File: src/rtl/k_gray_ptr_ctrl_t3_if.sv
// Bundle of the pointer-controller request/pointer/status signals.
// master = the logic that requests advances and supplies the remote pointer,
// slave  = the pointer controller itself.
interface k_gray_ptr_ctrl_t3_if #(
    parameter int ADDR_W = 3
);
    localparam int PW = ADDR_W + 1;

    logic              inc;
    logic              ready;
    logic [PW-1:0]     ptr_remote;
    logic [PW-1:0]     gray;
    logic [ADDR_W-1:0] addr;
    logic              adv;
    logic              flag;
    logic              almost;
    logic [PW-1:0]     level;
    logic              err;

    modport master (
        output inc, ready, ptr_remote,
        input  gray, addr, adv, flag, almost, level, err
    );

    modport slave (
        input  inc, ready, ptr_remote,
        output gray, addr, adv, flag, almost, level, err
    );
endinterface

File: src/rtl/k_gray_ptr_ctrl_t3.sv
// Async-FIFO pointer controller, one instance per side.
// Keeps a binary/Gray pointer pair, synchronises the far side's Gray pointer
// and derives registered full/empty, almost, occupancy and a sticky error.
//
// Handshake: inc is a request and ready qualifies it. A transfer happens in a
// cycle where adv = inc & ready & ~flag is high; the pointer moves on that
// edge. inc & ready while flag is high is refused (pointer held) and latches
// err. inc without ready is ignored entirely.
module k_gray_ptr_ctrl_t3 #(
    parameter int ADDR_W      = 3,
    parameter int SYNC_STAGES = 2,
    parameter int IS_WR       = 1,
    parameter int ALMOST_TH   = 2
) (
    input logic                 clk,
    input logic                 rst_n,
    k_gray_ptr_ctrl_t3_if.slave bus
);
    localparam int PW    = ADDR_W + 1;
    localparam int DEPTH = 1 << ADDR_W;

    // Inverting the two Gray MSBs turns "same position" into "one lap ahead".
    localparam logic [PW-1:0] MSB_MASK  = PW'(3) << (PW - 2);
    localparam logic [PW-1:0] ALMOST_HI = PW'(DEPTH - ALMOST_TH);
    localparam logic [PW-1:0] ALMOST_LO = PW'(ALMOST_TH);
    localparam logic          FLAG_RST  = (IS_WR == 0);

    logic [PW-1:0] r_bin;
    logic [PW-1:0] r_gray;
    logic [PW-1:0] r_sync [SYNC_STAGES];
    logic          r_flag;
    logic          r_almost;
    logic [PW-1:0] r_level;
    logic          r_err;

    logic          w_adv;
    logic          w_block;
    logic [PW-1:0] w_bnxt;
    logic [PW-1:0] w_gnxt;
    logic [PW-1:0] w_rsync;
    logic [PW-1:0] w_rbin;
    logic [PW-1:0] w_lvl_nxt;
    logic          w_flag_nxt;
    logic          w_almost_nxt;

    assign w_adv   = bus.inc & bus.ready & ~r_flag;
    assign w_block = bus.inc & bus.ready & r_flag;
    assign w_bnxt  = r_bin + PW'(w_adv);
    assign w_gnxt  = w_bnxt ^ (w_bnxt >> 1);
    assign w_rsync = r_sync[SYNC_STAGES-1];

    // Gray-to-binary of the synchronised remote pointer, MSB downwards.
    always_comb begin
        w_rbin         = '0;
        w_rbin[PW-1]   = w_rsync[PW-1];
        for (int i = PW - 2; i >= 0; i--) begin
            w_rbin[i] = w_rsync[i] ^ w_rbin[i+1];
        end
    end

    // Next-state status: write side tracks full, read side tracks empty.
    always_comb begin
        w_lvl_nxt    = '0;
        w_flag_nxt   = 1'b0;
        w_almost_nxt = 1'b0;
        if (IS_WR != 0) begin
            w_lvl_nxt    = w_bnxt - w_rbin;
            w_flag_nxt   = (w_gnxt == (w_rsync ^ MSB_MASK));
            w_almost_nxt = (w_lvl_nxt >= ALMOST_HI);
        end else begin
            w_lvl_nxt    = w_rbin - w_bnxt;
            w_flag_nxt   = (w_gnxt == w_rsync);
            w_almost_nxt = (w_lvl_nxt <= ALMOST_LO);
        end
    end

    // Remote Gray pointer synchroniser chain.
    always_ff @(posedge clk or negedge rst_n) begin
        if (!rst_n) begin
            for (int i = 0; i < SYNC_STAGES; i++) begin
                r_sync[i] <= '0;
            end
        end else begin
            r_sync[0] <= bus.ptr_remote;
            for (int i = 1; i < SYNC_STAGES; i++) begin
                r_sync[i] <= r_sync[i-1];
            end
        end
    end

    // Local pointer pair; Gray is registered directly so it is glitch-free.
    always_ff @(posedge clk or negedge rst_n) begin
        if (!rst_n) begin
            r_bin  <= '0;
            r_gray <= '0;
        end else begin
            r_bin  <= w_bnxt;
            r_gray <= w_gnxt;
        end
    end

    // Registered flag/almost/level plus the sticky refused-request error.
    always_ff @(posedge clk or negedge rst_n) begin
        if (!rst_n) begin
            r_flag   <= FLAG_RST;
            r_almost <= FLAG_RST;
            r_level  <= '0;
            r_err    <= 1'b0;
        end else begin
            r_flag   <= w_flag_nxt;
            r_almost <= w_almost_nxt;
            r_level  <= w_lvl_nxt;
            if (w_block) begin
                r_err <= 1'b1;
            end
        end
    end

    assign bus.gray   = r_gray;
    assign bus.addr   = r_bin[ADDR_W-1:0];
    assign bus.adv    = w_adv;
    assign bus.flag   = r_flag;
    assign bus.almost = r_almost;
    assign bus.level  = r_level;
    assign bus.err    = r_err;
endmodule
File: src/flat_wrapper.sv
// flat-port wrapper written by rule: the top's interface ports become plain ports
module k_gray_ptr_ctrl_t3_flat 
#(
    parameter int ADDR_W      = 3,
    parameter int SYNC_STAGES = 2,
    parameter int IS_WR       = 1,
    parameter int ALMOST_TH   = 2
)
  (clk, rst_n, bus_inc, bus_ready, bus_ptr_remote, bus_gray, bus_addr, bus_adv, bus_flag, bus_almost, bus_level, bus_err);
  k_gray_ptr_ctrl_t3_if #(.ADDR_W(ADDR_W)) bus_i ();
  input logic clk;
  input logic rst_n;
  input wire logic [$bits(bus_i.inc)-1:0] bus_inc;
  input wire logic [$bits(bus_i.ready)-1:0] bus_ready;
  input wire logic [$bits(bus_i.ptr_remote)-1:0] bus_ptr_remote;
  output wire logic [$bits(bus_i.gray)-1:0] bus_gray;
  output wire logic [$bits(bus_i.addr)-1:0] bus_addr;
  output wire logic [$bits(bus_i.adv)-1:0] bus_adv;
  output wire logic [$bits(bus_i.flag)-1:0] bus_flag;
  output wire logic [$bits(bus_i.almost)-1:0] bus_almost;
  output wire logic [$bits(bus_i.level)-1:0] bus_level;
  output wire logic [$bits(bus_i.err)-1:0] bus_err;
  assign bus_i.inc = bus_inc;
  assign bus_i.ready = bus_ready;
  assign bus_i.ptr_remote = bus_ptr_remote;
  assign bus_gray = bus_i.gray;
  assign bus_addr = bus_i.addr;
  assign bus_adv = bus_i.adv;
  assign bus_flag = bus_i.flag;
  assign bus_almost = bus_i.almost;
  assign bus_level = bus_i.level;
  assign bus_err = bus_i.err;
  k_gray_ptr_ctrl_t3 #(.ADDR_W(ADDR_W), .SYNC_STAGES(SYNC_STAGES), .IS_WR(IS_WR), .ALMOST_TH(ALMOST_TH)) u_core (.clk(clk), .rst_n(rst_n), .bus(bus_i));
endmodule
File: config.mk
export PLATFORM = sky130hd
export DESIGN_NAME = k_gray_ptr_ctrl_t3_flat
export DESIGN_NICKNAME = d
export VERILOG_FILES = /design/src/rtl/k_gray_ptr_ctrl_t3_if.sv /design/src/rtl/k_gray_ptr_ctrl_t3.sv /design/src/flat_wrapper.sv
export SDC_FILE = /design/constraint.sdc
export NUM_CORES = 1
export LEC_CHECK = 0
export ABC_AREA = 1
export CORE_MARGIN = 2
export CORE_UTILIZATION = 42
export DETAILED_ROUTE_END_ITERATION = 16
export MAX_ROUTING_LAYER = met4
export PLACE_DENSITY_LB_ADDON = 0.25
export SYNTH_ARGS = -nofsm -noshare
export SYNTH_HDL_FRONTEND = slang
export SYNTH_SLANG_ARGS = --single-unit
File: constraint.sdc
create_clock -name clk -period 2.1 [get_ports clk]
set_clock_uncertainty 0.2 [all_clocks]
set_input_delay 0.42 -clock clk [delete_from_list [all_inputs] [get_ports clk]]
set_output_delay 0.42 -clock clk [all_outputs]
set_load 0.05 [all_outputs]
## Word-level counts from Yosys, hierarchy flattened

Cells that the tools add are included.

- Add/sub/neg operators: 2
- Magnitude comparators: 1
- Equality and inequality tests: 1
- Bitwise operators: 9

Operators by type and width:

| cell | number |
|---|---|
| $add 4x1->4 | 1 |
| $eq 4x4->1 | 1 |
| $ge 4x3->1 const B | 1 |
| $sub 4x4->4 | 1 |
| $xor 4x3->4 | 1 |
| $and 1x1->1 | 3 |
| $xor 1x1->1 | 3 |
| $not 2->2 | 1 |
| $not 1->1 | 1 |

- Bits in registers: 23
- Bits of input ports: 8
- Output and inout port bits: 15
- Word-level logic and storage cells: 21

## Depth between registers and ports, before layout

Gate-level depths: netlist of run 1.

- Depth after elaboration: 5
- Depth in mapped cells: 12
- Mapped depth without buffers: 12

## Worst setup path before layout of run 1

Ideal clock, no wire load.

- Kind: register -> register
- Start point: register u_core.r_flag, in the netlist u_core.bus.flag
- End point: register u_core.r_almost, in the netlist u_core.bus.almost
- Setup time: 0.125 ns
- Data arrival time: 2.714 ns
- Data required time: 1.775 ns
- Setup slack: -0.940 ns
- Cell stages (with the launch flop): 12
- Path buffers: 0
- Period minus slack after synthesis: 3.040 ns
- Path through: dfrtp_1 > nor2_1 > ha_1 > ha_1 > inv_1 > nand2_1 > nand2_1 > ha_1 > a21oi_1 > inv_1 > nand2_1 > nand3_1

- Cells in the longest elaborated chain, start to end: 5

RTL lines:

| element | line | text |
|---|---|---|
| from (decl) | k_gray_ptr_ctrl_t3.sv:31 | `logic r_flag;` |
| from (signal assigned) | k_gray_ptr_ctrl_t3.sv:110 | `r_flag <= w_flag_nxt;` |
| $not 1->1 | k_gray_ptr_ctrl_t3.sv:46 | `assign w_adv = bus.inc & bus.ready & ~r_flag;` |
| $and 1x1->1 | k_gray_ptr_ctrl_t3.sv:46 |  |
| via bus_adv | flat_wrapper.sv:18 | `output wire logic [$bits(bus_i.adv)-1:0] bus_adv;` |
| $add 4x1->4 | k_gray_ptr_ctrl_t3.sv:48 | `assign w_bnxt = r_bin + PW'(w_adv);` |
| via u_core.w_bnxt[2] | k_gray_ptr_ctrl_t3.sv:38 | `logic [PW-1:0] w_bnxt;` |
| $sub 4x4->4 | k_gray_ptr_ctrl_t3.sv:67 | `w_lvl_nxt = w_bnxt - w_rbin;` |
| $ge 4x3->1 | k_gray_ptr_ctrl_t3.sv:69 | `w_almost_nxt = (w_lvl_nxt >= ALMOST_HI);` |
| via u_core.w_almost_nxt | k_gray_ptr_ctrl_t3.sv:44 | `logic w_almost_nxt;` |
| to (signal assigned) | k_gray_ptr_ctrl_t3.sv:111 | `r_almost <= w_almost_nxt;` |
| to (decl) | k_gray_ptr_ctrl_t3.sv:32 | `logic r_almost;` |

The timed path passes the listed nets, and every way through them passes these cells.
A chain may end at the register's enable or synchronous reset.

## Worst setup path in the final report of run 1

- Start point: register u_core.r_sync (netlist bit u_core.w_rsync[2])
- End point: register u_core.r_almost, in the netlist u_core.bus.almost

- Cells in the longest elaborated chain, start to end: 5

RTL lines:

| element | line | text |
|---|---|---|
| from (decl) | k_gray_ptr_ctrl_t3.sv:30 | `logic [PW-1:0] r_sync [SYNC_STAGES];` |
| from (signal, indexed assignment) | k_gray_ptr_ctrl_t3.sv:86 | `r_sync[i] <= r_sync[i-1];` |
| $xor 1x1->1 (*) (2 in series) | k_gray_ptr_ctrl_t3.sv:57 | `w_rbin[i] = w_rsync[i] ^ w_rbin[i+1];` |
| $xor 1x1->1 | k_gray_ptr_ctrl_t3.sv:57 |  |
| $sub 4x4->4 (*) | k_gray_ptr_ctrl_t3.sv:67 |  |
| via u_core.w_lvl_nxt[1] | k_gray_ptr_ctrl_t3.sv:42 | `logic [PW-1:0] w_lvl_nxt;` |
| $ge 4x3->1 (*) | k_gray_ptr_ctrl_t3.sv:69 |  |
| via u_core.w_almost_nxt | k_gray_ptr_ctrl_t3.sv:44 |  |

Mark *: on every way through the listed nets, which the timed path passes. The rest lies on a longest branch.

==> results_dict.tcl, run 1 <==
set metrics [dict create \
    hold_path.class "reg -> reg" \
    async_flop_share_pct 100 \
    portBuffers 22 \
    yosysTopAreaCell "dfrtp_1" \
    area_growth_pct 50.6 \
    status "complete, but fails checks" \
    rsz0062_at_grt "yes" \
    critical_path.top_delay_family "adder cells" \
    yosysWarnings 0 \
    drt_iter0_markers 3 \
    nFillCells 177 \
    critical_path.max_fanout 2 \
    gp_congestion 0.775 \
    globalRouteTotalUtil_pct 16.5 \
    critPathMaxStageDelay_ns 0.54 \
    antenna_found_initial 0 \
    finalHoldViolCount 0 \
    ys_top_cells_by_count "23 x nand2_1, 22 x dfrtp_1, 14 x inv_1, 14 x nand3_1, 5 x ha_1" \
    path_buf_inv 1 \
    cp.required_ns 2.10 \
    finalWorstSetupSlack_ns -0.0252 \
    die_x_um 51.4 \
    viasPerCell 4.70 \
    slowest_stage "fa_2" \
    setup_violations 1 \
    core_area_um2 2170 \
    grt_pass1_wl_um 3020 \
    violations "setup timing" \
    synth_cell_types 16 \
    floorplan.initialDensity_pct 43.4 \
    grt_max_degree 23 \
    dieArea_um2 2640 \
    synth_edf_count 0 \
    synth_cells 91 \
    synth_top_area_share_pct 58.4 \
    critPathArrivalTime_ns 2.12 \
    period_minus_slack_ns 2.13 \
    synth.cell_area_um2 942 \
    cp-end-kind "register" \
    reg2reg_slack_ns -0.03 \
    worst_setup_path_start_kind "register" \
    die_height_um 51.4 \
    cts.clk_slew.worst_paths_ns 0.11 \
    path_class "reg -> reg" \
    finalWirelength_um 1840 \
    antenna_cells 0 \
    yosysSeqAreaShare_pct 58.4 \
    wire_per_inst_um 11.3 \
    fin_nets 150 \
    root_buffer "clkbuf_4" \
    syn-num-nets 105 \
    cap_violations 0 \
    clock_sinks 22 \
    numCtsBuffers 3 \
    num_io_pins 23 \
    synthFlopType "dfrtp_1" \
    dpl.hpwl_um 1410 \
    period_share_pct 101 \
    cts_buffer_depth 2 \
    ant_nets 0 \
    worst_pin_slew_ns 0.524 \
    synthTopCellsByArea "dfrtp_1 58%, nand2_1 9.2%, nand3_1 7.4%" \
    slew_violations 0 \
    cts_tree "built" \
    drive_gt1_share_pct 38.5 \
    synth_seq_cells 22 \
    drc 0 \
    drtPass1Iterations 4 \
    timing.fmax_ghz 0.471 \
    fin_area_um2 1420 \
    synth.most_common_cell "nand2_1" \
    grt_pass1_vias 751 \
    overflow 0 \
    path_cells "xnor2_2 -> xor2_2 -> xor2_1 -> ha_2 -> fa_2 -> inv_2 -> nand2_1 -> nand3_1" \
    vias 766 \
    regArea_um2 552 \
    cts_max_level 1 \
    slew_headroom_pct 65.0 \
    rows 17 \
    place_area_um2 1360 \
    syn_area_per_cell_um2 10.4 \
    insertion_delay_ns 0.31 \
    multi_input_area_um2 413 \
]
worst reg2reg max path, cell delays in order, from the launching register on:
cell,delay (ns)
dfrtp_1,0.43
xnor2_2,0.24
xor2_2,0.19
xor2_1,0.09
ha_2,0.19
fa_2,0.54
inv_2,0.04
nand2_1,0.05
nand3_1,0.05
repair_timing:
item                                    in CTS  in global routing
endpoints found under the setup margin       2                  3
pin swaps                                    3                  2
setup buffers                                2                  1
hold buffers                                 0                  0
gates resized for setup                      4                  2
worst paths after layout:
path	from	endpoint	cells past startpoint
max	u_core.w_rsync[2]$_DFF_PN0_	u_core.bus.almost$_DFF_PN0_	8
min	u_core.r_sync[7]$_DFF_PN0_	u_core.w_rsync[3]$_DFF_PN0_	0
max reg2reg	u_core.w_rsync[2]$_DFF_PN0_	u_core.bus.almost$_DFF_PN0_	8
min reg2reg	u_core.r_sync[7]$_DFF_PN0_	u_core.w_rsync[3]$_DFF_PN0_	0
max in group asynchronous	rst_n	u_core.bus.flag$_DFF_PN0_	2
min in group asynchronous	rst_n	u_core.bus.gray[0]$_DFF_PN0_	2
state kept, by name, summed over array words and instances (netlist names):
register,count
u_core.bus.almost,1
u_core.bus.err,1
u_core.bus.flag,1
u_core.bus.gray,3
u_core.bus.level,4
u_core.r_bin,4
u_core.r_sync,4
u_core.w_rsync,4
stage by stage:
step           utilization (%)  TNS (ns)  setup WS [ns]  hold WS [ns]  instances
2_1_floorplan                -    -0.364         -0.167       -0.0756         91
3_3_place_gp              62.8     -2.10         -0.412         0.135        156
3_5_place_dp              62.8     -2.51         -0.457         0.140        156
4_1_cts                   64.8   -0.0242        -0.0242         0.166        162
5_1_grt                   65.4    -0.125         -0.125         0.170        163
6_report                  65.4   -0.0252        -0.0252         0.161        163
cell type report:
type	instances	area share, %
Clock buffer	4	1.85
Inverter	14	3.88
Multi-Input combinational cell	55	29.1
Sequential cell	22	38.9
Tap cell	28	2.47
Timing Repair Buffer	40	23.8
layer usage:
metal | track usage, % | routed length, um | up-vias
li1 | - | - | 377
met1 | 18.7 | 751 | 360
met2 | 26.5 | 960 | 24
met3 | 2.63 | 78 | 5
met4 | 11.8 | 45 | 0
met5 | - | 0 | -
cells in the final DEF (no fill, tap or decap):
master	Yosys	layout
fa_2	0	1
nand2_1	23	20
inv_1	14	12
nand2_2	1	4
dlymetal6s2s_1	0	2
buf_12	0	1
clkbuf_1	0	1
ha_2	0	1
xnor2_1	1	1
nand4_1	1	1
a31o_2	1	1
clkdlybuf4s50_1	0	5
nor2_4	0	1
a21oi_2	0	1
xor2_1	2	2
nand3_1	14	14
dfrtp_1	22	21
o21bai_1	1	1
inv_2	0	1
clkbuf_4	0	3
dlygate4sd2_1	0	2
xnor2_2	1	1
buf_4	0	30
ha_4	0	4
inv_4	0	1
xor2_2	1	1
nor2_1	2	1
dfrtp_2	0	1
cell families (layout without fill, tap and decap cells):
group                      count (synthesis)  count (layout)  synth area share [%]
AOI/OAI and AO/OA                          3               3                  2.26
xor gates and xnor gates                   5               5                  6.24
adders and majority gates                  6               6                  8.77
buffers and inverters                     14              58                  5.58
DFF                                       22              22                  58.4
and+or+nand+nor                           41              41                  18.7
Power of run 1 is not shown: default switching activity piles up to over one toggle a cycle in this logic, so the estimate is an artifact.
==> inputs of run 2 (changes only) <==
--- a/config.mk
+++ b/config.mk
@@ -7,10 +7,11 @@
 export LEC_CHECK = 0
 export ABC_AREA = 1
 export CORE_MARGIN = 2
-export CORE_UTILIZATION = 42
+export CORE_UTILIZATION = 50
+export CTS_BUF_LIST = sky130_fd_sc_hd__clkbuf_8
 export DETAILED_ROUTE_END_ITERATION = 16
 export MAX_ROUTING_LAYER = met4
-export PLACE_DENSITY_LB_ADDON = 0.25
+export PLACE_DENSITY_LB_ADDON = 0.15
 export SYNTH_ARGS = -nofsm -noshare
 export SYNTH_HDL_FRONTEND = slang
 export SYNTH_SLANG_ARGS = --single-unit
==> constraint.sdc (replaced) <==
create_clock -name clk -period 2 [get_ports clk]
set_clock_uncertainty 0.2 [all_clocks]
set_input_delay 0.4 -clock clk [delete_from_list [all_inputs] [get_ports clk]]
set_output_delay 0.4 -clock clk [all_outputs]
set_load 0.05 [all_outputs]
==> run 2 against run 1 <==
Net effect:
- the flow still finishes with violations (setup timing)
- highest routed layer unchanged
- critical path type unchanged
- global-route usage is 7.5 points higher
- largest cell class unchanged
- via count is 3.8% higher
- non-clock buffer count is 3 higher
- final cell count stayed put
- critical endpoint unchanged
==> results_dict.tcl, run 2 (synthesized netlist as in run 1, its figures left out) <==
set metrics [dict create \
    finalWirelength_um 2270 \
    gp_congestion 0.826 \
    slew_violations 0 \
    drc 0 \
    finalHoldViolCount 0 \
    viasPerCell 4.88 \
    dieArea_um2 2250 \
    period_share_pct 110 \
    cts_max_level 1 \
    cp-end-kind "register" \
    fin_nets 153 \
    num_io_pins 23 \
    timing.fmax_ghz 0.455 \
    antenna_cells 0 \
    slew_headroom_pct 81.9 \
    wire_per_inst_um 14.0 \
    grt_pass1_wl_um 3390 \
    clock_sinks 22 \
    slowest_stage "fa_2" \
    path_class "reg -> reg" \
    status "complete, but fails checks" \
    wl_met2_um 1240 \
    final_cell_mix "35 x buf_4, 21 x dfrtp_1, 17 x nand2_1" \
    final_common_cell "buf_4" \
    hold_path.class "reg -> reg" \
    drt-met1-wl_um 829 \
    grt_max_degree 23 \
    top_layer "met4" \
    critPathMaxStageDelay_ns 0.53 \
    reg2reg_slack_ns -0.20 \
    core_area_um2 1750 \
    dp_slack_ns -0.535 \
    violations "setup timing" \
    antenna_found_initial 0 \
    cp.required_ns 1.94 \
    globalRouteTotalUtil_pct 24.1 \
    rsz0062_at_grt "yes" \
    portBuffers 22 \
    ant_nets 0 \
    cts_buffer_depth 2 \
    min_path_cells 0 \
    critPathArrivalTime_ns 2.14 \
    met3WireLength_um 104 \
    dpl.hpwl_um 1420 \
    insertion_delay_ns 0.26 \
    worst_setup_path_start_kind "register" \
    cap_violations 0 \
    path_cells "xnor2_2 -> xor2_2 -> xor2_1 -> ha_2 -> fa_2 -> inv_2 -> nand2_1 -> nand3_1" \
    vias 795 \
    die_x_um 47.4 \
    period_minus_slack_ns 2.20 \
    numCtsBuffers 3 \
    grt_pass1_vias 825 \
    reg2reg_depth 8 \
    setup_violations 4 \
    finalWorstSetupSlack_ns -0.196 \
    floorplan.initialDensity_pct 54.0 \
    cts.clk_slew.worst_paths_ns 0.07 \
    die_height_um 47.4 \
    root_buffer "clkbuf_8" \
    drtPass1Iterations 4 \
    area_growth_pct 55.8 \
    drt_iter0_markers 10 \
    worst_pin_slew_ns 0.272 \
    critical_path.max_fanout 2 \
    rows 15 \
    drive_gt1_share_pct 45.7 \
    cts_tree "built" \
    overflow 0 \
]
[run 2: changes by cell type in the layout (fill, tap and decap cells not counted), moves of 2 or more]
cell / change
nand2_1: -3
buf_4: +5
nand2_2: +3
dlymetal6s2s_1: -2
clkbuf_4: -3
clkbuf_8: +3
[run 2: final cells by class]
type	instances	area (um2)
clock inverters	1	3.75
flip-flops and latches	22	552
inverters	14	55.1
well taps	25	31.3
fillers	102	278
clock buffers	3	41.3
repair buffers	43	352
multi-input cells	55	433
[run 2: what timing repair did]
action                                  CTS  global route
endpoints found under the setup margin    6             5
gates resized for setup                   4             7
pin swaps                                 6             9
hold buffers                              0             0
cloned                                    0             0
setup buffers                             5             1
[run 2: critical path, delay by kind of cell, from the launching register on]
kind	cells	cell delay (ns)
buffers and inverters	1	0.04
DFF	1	0.41
and+or+nand+nor	2	0.13
adders and majority gates	2	0.73
xor gates and xnor gates	3	0.55
[run 2: worst paths after layout]
path | startpoint | endpoint
max in group asynchronous | rst_n | u_core.bus.flag$_DFF_PN0_
min in group asynchronous | rst_n | u_core.bus.gray[1]$_DFF_PN0_
max | u_core.w_rsync[3]$_DFF_PN0_ | u_core.bus.almost$_DFF_PN0_
min | u_core.r_sync[6]$_DFF_PN0_ | u_core.w_rsync[2]$_DFF_PN0_
max reg2reg | u_core.w_rsync[3]$_DFF_PN0_ | u_core.bus.almost$_DFF_PN0_
min reg2reg | u_core.r_sync[6]$_DFF_PN0_ | u_core.w_rsync[2]$_DFF_PN0_
[run 2: stage by stage]
step | std cells | utilization, % | hold WS, ns | setup TNS [ns] | instance area, um2
final | 163 | 84.1 | 0.160 | -0.429 | 1470
after global routing | 163 | 84.1 | 0.171 | -0.745 | 1470
after CTS | 162 | 82.4 | 0.164 | -0.313 | 1440
after detailed placement | 153 | 77.6 | 0.146 | -3.08 | 1350
after global placement | 153 | 77.6 | 0.135 | -2.76 | 1350
after floorplan | 91 | - | -0.0956 | -0.774 | 1010
[run 2: per-layer routing]
layer  track usage, %  up-vias
met5                -        -
met2             39.7       26
met4             15.6        0
met1             24.8      376
li1                 -      382
met3             6.79       11
Power of run 2 is left out for the same reason.
